[config.mk]
export PLATFORM = sky130hd
export DESIGN_NAME = packet_framer
export DESIGN_NICKNAME = d
export VERILOG_FILES = /design/src/rtl/packet_framer.sv
export SDC_FILE = /design/constraint.sdc
export NUM_CORES = 2
export LEC_CHECK = 0
export ABC_AREA = 1
export BUFFER_PORTS_ARGS = -buffer_cell sky130_fd_sc_hd__buf_2
export CAP_MARGIN = 20
export CORE_MARGIN = 2
export CORE_UTILIZATION = 44
export DETAILED_ROUTE_END_ITERATION = 10
export PLACE_DENSITY = 0.55
export SLEW_MARGIN = 10
export SYNTH_ARGS = -nofsm -noshare
export SYNTH_HDL_FRONTEND = slang
export SYNTH_SLANG_ARGS = --single-unit
export TNS_END_PERCENT = 1
[constraint.sdc]
create_clock -name clock -period 6.4 [get_ports clock]
set_clock_uncertainty 0.05 [all_clocks]
set_input_delay 0.64 -clock clock [delete_from_list [all_inputs] [get_ports clock]]
set_output_delay 0.64 -clock clock [all_outputs]
set_load 0.03 [all_outputs]
[src/rtl/packet_framer.sv]
// packet_framer
//
// Collects an incoming byte stream into frames of at most MAX_LENGTH bytes
// and replays each frame to a UART transmitter as a length byte N followed
// by the N payload bytes in arrival order. A packet longer than MAX_LENGTH
// is split: every full chunk becomes its own frame and `truncated` pulses
// once per forced split.
//
// Ports
//   clock         single clock, rising edge
//   reset         asynchronous, active-low
//   packet_data   input payload byte
//   packet_valid  packet_data / packet_last valid
//   packet_ready  framer accepts the current byte (only while filling)
//   packet_last   current byte ends its packet
//   uart_data     byte offered to the UART (length byte, then payload)
//   uart_valid    uart_data valid
//   uart_ready    UART accepts uart_data
//   truncated     one-cycle pulse after a forced split at MAX_LENGTH
//   busy          high whenever a frame is partially filled or draining
//
// The framer is half-duplex: it either fills the buffer or drains it, never
// both, so input is back-pressured for the whole N+1 byte transmission.

module packet_framer #(
    parameter int MAX_LENGTH = 255
) (
    input  logic       clock,
    input  logic       reset,
    input  logic [7:0] packet_data,
    input  logic       packet_valid,
    output logic       packet_ready,
    input  logic       packet_last,
    output logic [7:0] uart_data,
    output logic       uart_valid,
    input  logic       uart_ready,
    output logic       truncated,
    output logic       busy
);

    // Buffer address width; at least one bit so MAX_LENGTH=1 still builds.
    localparam int         AW        = (MAX_LENGTH > 1) ? $clog2(MAX_LENGTH) : 1;
    localparam logic [7:0] MAX_COUNT = 8'(MAX_LENGTH);

    localparam logic [1:0] FILL    = 2'd0;
    localparam logic [1:0] HEADER  = 2'd1;
    localparam logic [1:0] PAYLOAD = 2'd2;

    logic [1:0] state;
    logic [7:0] count;
    logic [7:0] rd_idx;
    logic [7:0] buffer [MAX_LENGTH];

    logic accept;
    logic count_full;
    logic frame_end;
    logic last_byte;

    assign packet_ready = (state == FILL);
    assign uart_valid   = (state == HEADER) || (state == PAYLOAD);
    assign busy         = (state != FILL) || (count != 8'd0);

    assign accept     = packet_ready && packet_valid;
    // The byte being accepted is the one that fills the buffer. count is
    // always below MAX_COUNT while filling, so count+1 cannot wrap.
    assign count_full = (count + 8'd1) == MAX_COUNT;
    assign frame_end  = packet_last || count_full;
    assign last_byte  = (rd_idx == count - 8'd1);

    always_ff @(posedge clock or negedge reset) begin
        if (!reset) begin
            state     <= FILL;
            count     <= 8'd0;
            rd_idx    <= 8'd0;
            truncated <= 1'b0;
        end else begin
            truncated <= 1'b0;
            case (state)
                FILL: begin
                    if (accept) begin
                        count <= count + 8'd1;
                        if (frame_end) begin
                            state     <= HEADER;
                            // Forced split: the rest of the packet continues
                            // as a fresh frame once this one has drained.
                            truncated <= count_full && !packet_last;
                        end
                    end
                end
                HEADER: begin
                    if (uart_ready) begin
                        state  <= PAYLOAD;
                        rd_idx <= 8'd0;
                    end
                end
                PAYLOAD: begin
                    if (uart_ready) begin
                        if (last_byte) begin
                            state  <= FILL;
                            count  <= 8'd0;
                            rd_idx <= 8'd0;
                        end else begin
                            rd_idx <= rd_idx + 8'd1;
                        end
                    end
                end
                default: state <= FILL;
            endcase
        end
    end

    // Payload store is deliberately not reset: every entry read in PAYLOAD
    // was written during the preceding FILL, so stale contents never show.
    always_ff @(posedge clock) begin
        if (accept) begin
            buffer[count[AW-1:0]] <= packet_data;
        end
    end

    always_comb begin
        uart_data = 8'h00;
        case (state)
            HEADER:  uart_data = count;
            PAYLOAD: uart_data = buffer[rd_idx[AW-1:0]];
            default: uart_data = 8'h00;
        endcase
    end

endmodule
### Word-level counts from Yosys, hierarchy flattened

Memory sizes are Yosys's and may differ from the RTL's.
Index checks and enable logic that the tools add are counted.

| storage, ports and cells | value |
|---|---|
| bits in registers | 19 |
| memory bits (writable) | 2040 |
| input bits | 13 |
| output and inout port bits | 12 |
| logic and storage cells | 51 |
| memories | 1 |

Memories:

| memory | depth | bits a word | rd ports | clocked after Yosys merged registers in | write ports | line | RTL |
|---|---|---|---|---|---|---|---|
| buffer | 255 | 8 | 1 | 0 | 1 | 52 | `logic [7:0] buffer [MAX_LENGTH];` |

| operators by class | value |
|---|---|
| add/subtract/negate cells | 3 |
| eq/ne operators | 9 |
| mux-type cells | 20 |
| reduce and logical (&&, ||, !) cells | 14 |

Operator list:

| kind | number |
|---|---|
| $mux 8 | 6 |
| $pmux 8 s2 | 3 |
| $add 8x1->8 const B | 2 |
| $mux 2 | 5 |
| $eq 8x8->1 | 1 |
| $eq 8x8->1 const B | 1 |
| $reduce_bool 8->1 | 1 |
| $sub 8x1->8 const B | 1 |
| $ne 2x2->1 const B | 3 |
| $pmux 2 s3 | 1 |
| $reduce_bool 2->1 | 3 |
| $mux 1 | 5 |
| $reduce_and 5->1 | 1 |
| $ne 2x1->1 const B | 2 |
| $reduce_and 4->1 | 1 |
| $logic_or 1x1->1 | 3 |
| $reduce_and 3->1 | 1 |
| $eq 2x1->1 const B | 1 |
| $eq 2x2->1 const B | 1 |
| $logic_and 1x1->1 | 2 |
| $logic_not 2->1 | 1 |
| $logic_not 1->1 | 1 |

### Depth between registers and ports, before layout

| logic depth | value |
|---|---|
| word-level depth | 6 |
| mapped depth | 20 |
| depth with buffers taken out | 17 |

### Worst setup path before layout

Ideal clock, no wire load.

| timing path | value |
|---|---|
| kind | reg2out |
| start point | register rd_idx[0] |
| end point | output port uart_data[3] |
| data arrival time | 2.228 ns |
| required time | 5.710 ns |
| setup slack | 3.482 ns |
| cell stages (with the launch flop) | 16 |
| path buffers | 4 |
| cells stage by stage | dfrtp_1 inv_2 buf_6 buf_6 buf_4 buf_2 nor2_1 o211ai_1 nand3_1 nand2_1 nand3_1 nand2_1 nand3_1 nand2_1 nand2_1 a21oi_1 |

| between the ends | value |
|---|---|
| longest elaborated chain between the ends | 2 |

RTL lines:

| what | line | RTL |
|---|---|---|
| start, declared | 51 | `logic [7:0] rd_idx;` |
| start signal, assigned | 103 | `rd_idx <= rd_idx + 8'd1;` |
| $mem_v2 255x8 | -- |  |
| $pmux 8 s2 | 122 | `case (state)` |
| end, declared | 34 | `output logic [7:0] uart_data,` |

No other way between the ends.

### Worst setup path in the final report

| timing path | value |
|---|---|
| start point | register rd_idx[0] |
| end point | output port uart_data[2] |

The elaborated chain is that of the path after synthesis.

==> flow_summary.ini <==
[route]
drtIter0Drc = 6637
first_pass_iters = 8
wl_per_cell_um = 23.6
routed_wirelength_um = 248000
drc_errors = 0
vias = 57000
drt.antenna.violating_nets = 0
viasPerCell = 5.41

[global_route]
grt_usage_pct = 24.7
grt_pass1_wl_um = 365000
grt_max_degree = 196
grt_pass1_vias = 54200
grt_overflow = 0
grt_antenna_before_repair = 8

[logic_synthesis]
ys_ff_latch = 2059
synth.area.top_cells = edfxtp_1, nand2_1, nor2_1
synth_edf_count = 2040
syn_area_per_cell_um2 = 11.0
synth_seq_area_share_pct = 71.6
ys_top_cells_by_count = edfxtp_1, nand2_1, nor2_1
synth_ff_type = edfxtp_1
synth.distinct_cells = 29
ys_async_sr_fraction_pct = 0.923
synth_largest_area_cell = edfxtp_1
yosys.area.top_type_share_pct = 71.1
ys.warnings.count = 0
syn-num-nets = 7870
postSynthCellCount = 7847
yosysMostFrequentCell = edfxtp_1
syn_area_um2 = 86200

[setup_path]
worstPathCellList = inv_8 > buf_12 > nand2_1 > nand2_1 > nand2_1 > o21ai_0 > nand2_1 > nand2_1 > inv_1 > a21oi_1 > nor2_1 > nand2_1 > nand3_1 > nand2_1 > nand2_1 > a21oi_1 > buf_2
cp-end-kind = output port
cp-start-kind = flip-flop
crit_required_ps = 5710
crit_type = reg2out
worstPathArrival_ps = 5230
worstPathMaxFanout = 149
slowest_delay_ps = 690
slowest_stage = inv_8
crit_top_cell = nand2_1

[place]
dp_cells = 10100
place_congestion = 0.911
hpwl_um = 138000
place_ws_ps = 1330
io_buffers = 24

[clock_network]
cts-hold-fix-buffers = 2
clock_path_buffers = 3
clock_latency_ps = 890
postCtsSetupBuffers = 0
h-tree-depth = 4
numCtsBuffers = 212
clk_pin_slew_ps = 60
cts.sinks = 2059
clockRootBuffer = clkbuf_16
cts_resized = 0
cts_tree = built

[sta]
relSlewSlack_pct = 20.1
layout_setup_ws_ps = 483
tns_ps = 0
worst_slew_pin_slew_ps = 1190
max_clock_freq_ghz = 0.169
finalMaxSlewViolations = 0
setup_viol = 0
rsz0062_at_grt = false
hold_viol = 0
fin_crit_sh_pct = 92.4
holdWs_ps = 158
fin_crit_ps = 5920

[power_and_ir_drop]
power.density_nw_per_um2 = 400
leakage_nw = 34.2
max-vdd-ir-drop_v = 0.000393

[hold_path]
min_path_type = in2reg

[finish]
drive_gt1_share_pct = 5.51
fin_nets = 7747
stdcell_count = 10500
area_growth_pct = 10.5
fillers = 17400

[floorplanning]
die_h_um = 447
num_io_pins = 25
coreArea_um2 = 195000
rows = 162
die_w_um = 447
die-area_um2 = 199000
initial_core_util_pct = 44.2

[run_status]
status = finished clean

[run]
maxCapViolCount = 0
[sequential cells by signal (all words and copies together), names as in the netlist]
| signal | cells |
|---|---|
| truncated | 1 |
| rd_idx | 8 |
| state | 2 |
| buffer | 2040 |
| count | 8 |
[cells in the final DEF (no fill, tap or decap), types with 68 or more instances in the layout]
| cell type | count |
|---|---|
| nand2_1 | 1995 |
| edfxtp_1 | 2040 |
| o21ai_0 | 630 |
| clkbuf_16 | 212 |
| nor2_1 | 1446 |
| clkinv_1 | 71 |
| o211ai_1 | 114 |
| buf_4 | 68 |
| inv_1 | 398 |
| a21oi_1 | 115 |
| nand3_1 | 523 |
[stage by stage]
step           power (mW)  utilization [%]  cell area (um2)
2_1_floorplan        22.3                -            86200
3_3_place_gp         26.5             45.5            88700
3_5_place_dp         26.5             45.5            88700
4_1_cts              38.2             48.9            95200
5_1_grt              39.8             48.9            95200
6_report             38.1             48.9            95200
[report_power, final]
group / switching, mW / internal (mW) / total [mW]
clock: 5.36 / 6.46 / 11.8
sequential: 0.187 / 14.9 / 15.1
combinational: 8.34 / 2.89 / 11.2
total: 13.9 / 24.2 / 38.1
[worst max-delay path: cells and delay by family, from the launching register on]
family | cells | cell delay [ps]
buffers and inverters | 4 | 1460
flip-flops | 1 | 660
AO/OA/AOI/OAI | 3 | 960
AND/OR/NAND/NOR | 10 | 1140
[cells by family (layout without fill, tap and decap cells)]
group                      count (synthesis)  after routing  synth area share, %
and+or+nand+nor                         3996           3996                 18.2
DFF                                     2059           2059                 71.6
AOI/OAI and AO/OA                        902            902                 5.58
buffers and inverters                    872            926                 4.30
adders and majority gates                 10             10                0.145
xor gates and xnor gates                   8              8               0.0813
other                                      0              1                    0
[metal layers]
layer  up-vias  GRT usage, %  routed length, um
met4         4          6.94               6600
met2      2073          38.9             115000
met5         -             0                 23
met1     28200          35.4             109000
met3       349          4.06              18000
li1      26400             -                  -
[worst paths after layout]
path | startpoint | end | slack (ps) | cells after the start
worst min register to register | state[0] | state[0] | 530 | 2
min in group asynchronous | reset | count[3] | 240 | 2
worst min-delay path | packet_data[3] | buffer[130][3] | 160 | 1
worst max-delay path | rd_idx[0] | uart_data[2] | 480 | 17
worst max register to register | state[0] | buffer[191][3] | 2390 | 7
max in group asynchronous | reset | rd_idx[1] | 5620 | 2
[layout make-up]
cell class	instances	area [um2]	area share (%)
Multi-Input combinational cell	4916	20700	21.8
Tap cell	2624	3280	3.45
Inverter	409	1560	1.64
Sequential cell	2059	61700	64.8
Timing Repair Buffer	126	1360	1.43
Clock buffer	256	5470	5.74
Clock inverter	135	1060	1.11
Antenna cell	1	2.50	0.00263
Note: power is estimated with default switching activity, not from simulation.
